<file path="src/rtl/exmem_arb_pkg.sv">
// Shared types and constants for the user-BRAM arbiter.
// Imported by the arbiter top and its round-robin picker.
package exmem_arb_pkg;

    typedef enum logic [1:0] {
        IDLE = 2'd0,
        BUSY = 2'd1,
        ACK  = 2'd2
    } state_t;

    localparam logic REQ_WB  = 1'b0;
    localparam logic REQ_ACC = 1'b1;

    localparam int DEFAULT_DELAYS = 10;

endpackage

</file>
<file path="src/rtl/exmem_rr_pick.sv">
// Two-way round-robin picker: on contention the requester
// that did not finish last wins.
module exmem_rr_pick
    import exmem_arb_pkg::*;
(
    input  logic [1:0] i_valid,
    input  logic       i_last,
    output logic [1:0] o_pick,
    output logic       o_pick_valid
);

    always_comb begin
        o_pick = 2'b00;
        unique case (i_valid)
            2'b01:   o_pick = 2'b01;
            2'b10:   o_pick = 2'b10;
            2'b11:   o_pick = (i_last == REQ_ACC) ? 2'b01 : 2'b10;
            default: o_pick = 2'b00;
        endcase
    end

    assign o_pick_valid = |i_valid;

endmodule

</file>
<file path="src/rtl/exmem_arbiter.sv">
// Arbiter/sequencer for the single-port user BRAM: round-robin
// between Wishbone and accelerator, with emulated access latency.
module exmem_arbiter
    import exmem_arb_pkg::*;
#(
    parameter int ADDR_W = 24,
    parameter int DELAYS = DEFAULT_DELAYS
) (
    input  logic              clk,
    input  logic              rst,
    input  logic              r0_valid,
    input  logic [3:0]        r0_we,
    input  logic [ADDR_W-1:0] r0_addr,
    input  logic [31:0]       r0_wdata,
    output logic              r0_ready,
    output logic [31:0]       r0_rdata,
    input  logic              r1_valid,
    input  logic [3:0]        r1_we,
    input  logic [ADDR_W-1:0] r1_addr,
    input  logic [31:0]       r1_wdata,
    output logic              r1_ready,
    output logic [31:0]       r1_rdata,
    output logic              mem_en,
    output logic [3:0]        mem_we,
    output logic [ADDR_W-1:0] mem_addr,
    output logic [31:0]       mem_wdata,
    input  logic [31:0]       mem_rdata,
    output logic [1:0]        grant,
    output logic              busy
);

    localparam int CNT_W = $clog2(DELAYS + 1);
    localparam logic [CNT_W-1:0] LP_LAST = CNT_W'(DELAYS);

    state_t           r_state;
    state_t           w_state_nxt;
    logic [CNT_W-1:0] r_cnt;
    logic [1:0]       r_own;
    logic             r_last;
    logic [31:0]      r_rdata0;
    logic [31:0]      r_rdata1;

    logic [1:0]       w_pick;
    logic             w_pick_vld;
    logic             w_own_vld;
    logic             w_done;
    logic [3:0]       w_own_we;

    exmem_rr_pick u_pick (
        .i_valid      ({r1_valid, r0_valid}),
        .i_last       (r_last),
        .o_pick       (w_pick),
        .o_pick_valid (w_pick_vld)
    );

    assign w_own_vld = (r_own[0] & r0_valid)
                     | (r_own[1] & r1_valid);
    assign w_done    = (r_cnt == LP_LAST);
    assign w_own_we  = r_own[1] ? r1_we : r0_we;

    always_ff @(posedge clk) begin
        if (rst) begin
            r_state <= IDLE;
        end else begin
            r_state <= w_state_nxt;
        end
    end

    always_comb begin
        w_state_nxt = r_state;
        unique case (r_state)
            IDLE: begin
                if (w_pick_vld) begin
                    w_state_nxt = BUSY;
                end
            end
            BUSY: begin
                if (!w_own_vld) begin
                    w_state_nxt = IDLE;
                end else if (w_done) begin
                    w_state_nxt = ACK;
                end
            end
            ACK:     w_state_nxt = IDLE;
            default: w_state_nxt = IDLE;
        endcase
    end

    // Owner, counter, round-robin history and read-data capture.
    always_ff @(posedge clk) begin
        if (rst) begin
            r_cnt    <= '0;
            r_own    <= 2'b00;
            r_last   <= REQ_ACC;
            r_rdata0 <= '0;
            r_rdata1 <= '0;
        end else begin
            unique case (r_state)
                IDLE: begin
                    r_cnt <= '0;
                    if (w_pick_vld) begin
                        r_own <= w_pick;
                    end
                end
                BUSY: begin
                    if (!w_own_vld) begin
                        r_cnt <= '0;
                        r_own <= 2'b00;
                    end else if (w_done) begin
                        r_cnt  <= '0;
                        r_last <= r_own[1];
                        if (r_own[0]) begin
                            r_rdata0 <= mem_rdata;
                        end
                        if (r_own[1]) begin
                            r_rdata1 <= mem_rdata;
                        end
                    end else begin
                        r_cnt <= r_cnt + CNT_W'(1);
                    end
                end
                ACK: begin
                    r_cnt <= '0;
                    r_own <= 2'b00;
                end
                default: begin
                    r_cnt <= '0;
                    r_own <= 2'b00;
                end
            endcase
        end
    end

    always_comb begin
        mem_en    = 1'b0;
        mem_we    = 4'b0000;
        grant     = 2'b00;
        r0_ready  = 1'b0;
        r1_ready  = 1'b0;
        busy      = (r_state != IDLE);
        mem_addr  = r_own[1] ? r1_addr  : r0_addr;
        mem_wdata = r_own[1] ? r1_wdata : r0_wdata;
        unique case (r_state)
            BUSY: begin
                mem_en = 1'b1;
                grant  = r_own;
                if (w_done && w_own_vld) begin
                    mem_we = w_own_we;
                end
            end
            ACK: begin
                r0_ready = r_own[0];
                r1_ready = r_own[1];
            end
            default: begin
                mem_en = 1'b0;
            end
        endcase
    end

    assign r0_rdata = r_rdata0;
    assign r1_rdata = r_rdata1;

endmodule

</file>
<file path="config.mk">
export PLATFORM = sky130hd
export DESIGN_NAME = exmem_arbiter
export DESIGN_NICKNAME = d
export VERILOG_FILES = /design/src/rtl/exmem_arb_pkg.sv /design/src/rtl/exmem_rr_pick.sv /design/src/rtl/exmem_arbiter.sv
export SDC_FILE = /design/constraint.sdc
export NUM_CORES = 1
export LEC_CHECK = 0
export ABC_AREA = 1
export CAP_MARGIN = 15
export CORE_MARGIN = 5
export CORE_UTILIZATION = 32
export CTS_BUF_LIST = sky130_fd_sc_hd__clkbuf_4 sky130_fd_sc_hd__clkbuf_8 sky130_fd_sc_hd__clkbuf_16
export DETAILED_ROUTE_END_ITERATION = 7
export PLACE_DENSITY_LB_ADDON = 0.08
export SYNTH_ARGS = -nofsm -noshare
export SYNTH_HDL_FRONTEND = slang
export SYNTH_SLANG_ARGS = --single-unit
export TNS_END_PERCENT = 50
</file>
<file path="constraint.sdc">
create_clock -name clk -period 1.5 [get_ports clk]
set_clock_uncertainty 0.15 [all_clocks]
set_input_delay 0.375 -clock clk [delete_from_list [all_inputs] [get_ports clk]]
set_output_delay 0.375 -clock clk [all_outputs]
set_load 0.03 [all_outputs]
</file>
Word-level counts from Yosys, hierarchy flattened:

Cells that the tools add are included.

* output and inout bits: 130
* register bits: 73

* bitwise gates (word level): 5
* mux-type cells: 18
* reduce and logical (&&, ||, !) cells: 10
* eq/ne operators: 9
* $add $sub $neg: 1

Operators with widths (count)
* $mux W32: 1
* $mux W24: 1
* $mux W2: 7
* $mux W4: 3
* $pmux W2 S2: 2
* $reduce_and A4 Y1: 2
* $eq A2 B2 Y1 const B: 3
* $pmux W2 S3: 1
* $add A4 B1 Y4 const B: 1
* $eq A2 B1 Y1 const B: 2
* $eq A4 B4 Y1 const B: 1
* $reduce_and A2 Y1: 2
* $reduce_or A4 Y1: 1
* $mux W1: 3
* $ne A3 B3 Y1 const B: 1
* $reduce_and A3 Y1: 1
* $and A1 B1 Y1: 2
* $logic_not A2 Y1: 1
* $ne A2 B1 Y1 const B: 1
* $ne A2 B2 Y1 const B: 1
* $not A1 Y1: 2
* $reduce_bool A2 Y1: 1
* $reduce_or A2 Y1: 1
* $logic_and A1 B1 Y1: 1
* $or A1 B1 Y1: 1

Logic depth before layout (Yosys ltp):

* depth in word-level cells: 5
* mapped depth: 9
* gate-level depth less buffers: 8

Modules after synthesis:

A second synthesis with hierarchy kept.

* cells, all modules: 649
* area total of the unflattened synthesis: 3973.8 um^2

By module, submodules not included
* exmem_arbiter: cells each 643, seq. area each 1461.4 um^2, times used 1, area an instance 3946.3 um^2
* exmem_rr_pick: cells each 6, seq. area each 0.0 um^2, times used 1, area an instance 27.5 um^2

Worst setup path before layout:

Ideal clock, no wire load.

* path type: register to output
* start: register r_cnt[0]
* end: output mem_we[0]
* required time: 0.975 ns
* arrival time: 1.571 ns
* cell stages (with the launch flop): 8
* path slack: -0.596 ns
* path through: dfxtp_1 -> inv_1 -> ha_1 -> nand2_1 -> nor2_2 -> buf_4 -> nand3_1 -> a21oi_1

* cells in the longest elaborated chain, start to end: 4

RTL lines
* from (decl): line exmem_arbiter.sv:37 `logic [CNT_W-1:0] r_cnt;`
* from (signal assigned): line exmem_arbiter.sv:119 `r_cnt <= r_cnt + CNT_W'(1);`
* $eq A4 B4 Y1: line exmem_arbiter.sv:58 `assign w_done = (r_cnt == LP_LAST);`
* $logic_and A1 B1 Y1: line exmem_arbiter.sv:147 `if (w_done && w_own_vld) begin`
* $mux W4: line exmem_arbiter.sv:147
* $mux W4: line exmem_arbiter.sv:143 `unique case (r_state)`
* to (decl): line exmem_arbiter.sv:24 `output logic [3:0] mem_we,`

No other way between the ends.

Worst setup path in the final report:

* start: register r_cnt[0]
* end: register r_rdata1[24], in the netlist r1_rdata[24]

* cells in the longest elaborated chain, start to end: 2

RTL lines
* $eq A4 B4 Y1: line exmem_arbiter.sv:58
* $reduce_and A4 Y1 (no line)
* to (signal assigned): line exmem_arbiter.sv:116 `r_rdata1 <= mem_rdata;`
* to (decl): line exmem_arbiter.sv:41 `logic [31:0] r_rdata1;`

No other way between the ends.
A chain may end at the register's enable or synchronous reset.

==> reports/qor.yml <==
status: "complete, but fails checks"
violations: "setup timing"
grt_remaining_overflow: 0
dp_hpwl_mm: 13.2
totalWireLength_mm: 21.1
synth-edff-count: 0
r2r_cells: 14
die_area_um2: 14700
synth_top_area_cell: "dfxtp_1"
ir_drop_v: 0.000737
slew_headroom: 0.868
crit_type: "flop to flop"
synth_area_um2: 3950
nFillCells: 837
tightest_slew_ns: 0.197
place_congestion: 0.867
start_util: 0.327
grt_usage: 0.265
insertion_delay_ns: 0.33
setup_ws_ns: -0.549
finalCriticalPeriod_ns: 2.05
cap_violations: 0
critPathMaxFanout: 5
drive_gt1_frac: 0.420
rows: 40
root_buffer: "clkbuf_16"
die_y_um: 121
postSynthAreaPerCell_um2: 6.16
cts-hold-fix-buffers: 0
hp-start: "r_last$_SDFFE_PP1P_"
synth_ff_type: "dfxtp_1"
final_cells: 1147
synthCells: 641
r2r-start: "r_cnt[0]$_SDFF_PP0_"
core-area_um2: 12100
power_density_nw_per_um2: 657
leakage_nw: 4.57
syn-num-nets: 799
nets: 1130
fmax_mhz: 488
firstDrtPassIters: 5
finalSetupViolations: 138
finalCritPeriodShare: 1.37
cts_buffer_depth: 2
worst-endpoint-required_ns: 1.58
pre_cts_slack_ns: -0.517
cp-end-kind: "flop"
hold_violations: 0
antenna_found_initial: 2
synthTopCellsByArea: "dfxtp_1 37%, nand2_1 24%, nor2_1 13%, nand4_1 10%, inv_1 3.5%"
synthTopCellsByCount: "252 x nand2_1, 137 x nor2_1, 73 x dfxtp_1"
multi_input_area_um2: 2950
rsz0062_at_grt: "true"
grt_pass1_wl_mm: 30.7
synth_most_common_cell: "nand2_1"
drtAntennaViolNets: 0
critPathLaunchType: "flop"
r2r_end: "r1_rdata[24]$_SDFFE_PP0P_"
seq_area_um2: 1480
dp.cells: 1082
critPathArrivalTime_ns: 2.13
die_w_um: 121
cts.clk_slew.worst_paths_ns: 0.06
clock_sinks: 73
r2r_slack_ns: -0.55
io_pins: 286
synthDominantCellAreaShare: 0.370
first_global_vias: 5868
via_per_inst: 4.90
yosysSeqAreaShare: 0.370
min_to: "r_last$_SDFFE_PP1P_"
tritoncts: "built"
async_flop_share: 0
ys_seq_elements: 73
ys_warn_count: 0
wl_per_cell_um: 18.4
whs_path_depth: 2
hp-class: "flop to flop"
synth.distinct_cells: 24
finalMaxSlewViolations: 0
remaining_drc_errors: 0
numCtsBuffers: 9
vias: 5625
syn2layout_area_growth_pct: 137
io_buffers: 285
grt_max_degree: 39
first_iter_violations: 451
htree_levels: 3
==> worst max-delay path by stage <==
stage / start / to / slack (ns) / cells after the start
2_1_floorplan: r_cnt[0]$_SDFF_PP0_ / mem_we[0] / -0.25 / 7
3_3_place_gp: r1_valid / mem_we[3] / -0.50 / 6
3_5_place_dp: r0_valid / mem_we[1] / -0.52 / 6
4_1_cts: r_cnt[0]$_SDFF_PP0_ / mem_we[1] / -0.54 / 7
5_1_grt: r_cnt[0]$_SDFF_PP0_ / mem_we[1] / -0.61 / 7
6_report: r_cnt[0]$_SDFF_PP0_ / r1_rdata[24]$_SDFFE_PP0P_ / -0.55 / 14
==> kinds of logic (layout without fill, tap and decap cells) <==
logic type | count (synthesis) | count (layout) | share of synthesized area
fa+ha+maj | 2 | 2 | 0.00634
compound gates | 10 | 10 | 0.0133
buf+inv | 86 | 422 | 0.105
xor+xnor | 2 | 2 | 0.00444
flops | 73 | 73 | 0.370
simple gates | 468 | 468 | 0.501
other cells | 0 | 2 | 0
==> cells in the final DEF (no fill, tap or decap), types with 2 or more instances in the layout <==
master and instances:
a21oi_2 2, a21oi_4 4, buf_12 33, buf_16 10, buf_4 87, buf_6 66, buf_8 4, bufbuf_16 3
clkbuf_16 16, clkbuf_8 2, clkdlybuf4s50_1 153, clkinv_2 3, dfxtp_1 67, dfxtp_2 2, dfxtp_4 4, diode_2 2
dlymetal6s2s_1 2, inv_1 33, inv_2 5, inv_4 2, nand2_1 127, nand2_2 60, nand2_4 69, nand4_1 64
nor2_1 113, nor2_2 17, nor2_4 12, nor3_4 2
==> sequential cells by signal, indices dropped and copies added (netlist names) <==
signal	cells
r0_rdata	32
r1_rdata	32
r_cnt	4
r_last	1
r_own	2
r_state	2
==> metal layers <==
layer / vias up / GRT usage / share of wire
li1: 2683 / - / -
met1: 2649 / 0.284 / 0.35
met2: 247 / 0.486 / 0.53
met3: 46 / 0.0853 / 0.087
met4: 0 / 0.0914 / 0.028
met5: - / 0 / 0
==> metrics by stage <==
step                hold slack, ns   util  instance area [um2]  setup TNS (ns)  power (mW)
floorplan                    0.268      -                 4120           -6.60        2.63
global placement             0.310  0.593                 7150          -39.10        3.46
detailed placement           0.311  0.593                 7150          -41.04        3.47
CTS                          0.321  0.744                 8970          -51.35        6.06
global route                 0.358  0.775                 9350          -59.64        6.35
finish                       0.330  0.775                 9350          -52.66        6.14
==> timing repair <==
action,in CTS,in global routing
gates cloned,15,7
setup buffers,24,5
resized for setup,265,54
endpoints found under the setup margin,136,138
pin swaps,62,14
==> power breakdown <==
part	internal, mW	switching (mW)	leakage (nW)
sequential	1.94	0.0107	0.592
combinational	1.01	0.977	3.82
clock	1.37	0.828	0.155
==> critical path, cell delays in order (launching register included) <==
cell       delay [ns]
dfxtp_2          0.34
inv_2            0.04
ha_4             0.15
nand2_2          0.07
nor2_4           0.05
buf_4            0.14
buf_6            0.10
buf_6            0.11
buf_8            0.13
nand2_8          0.08
nor2_8           0.04
buf_12           0.12
bufbuf_16        0.27
nor2_2           0.09
nor2_1           0.06
==> layout make-up <==
cell class | instances | share of cell area
clock inverters | 5 | 0.00576
diodes | 2 | 0.000535
multi-input cells | 482 | 0.316
inverters | 40 | 0.0181
clock buffers | 11 | 0.0270
repair buffers | 365 | 0.452
well taps | 168 | 0.0225
repair inverters | 1 | 0.000669
flip-flops and latches | 73 | 0.158
Power figures use the tool's default switching activity.
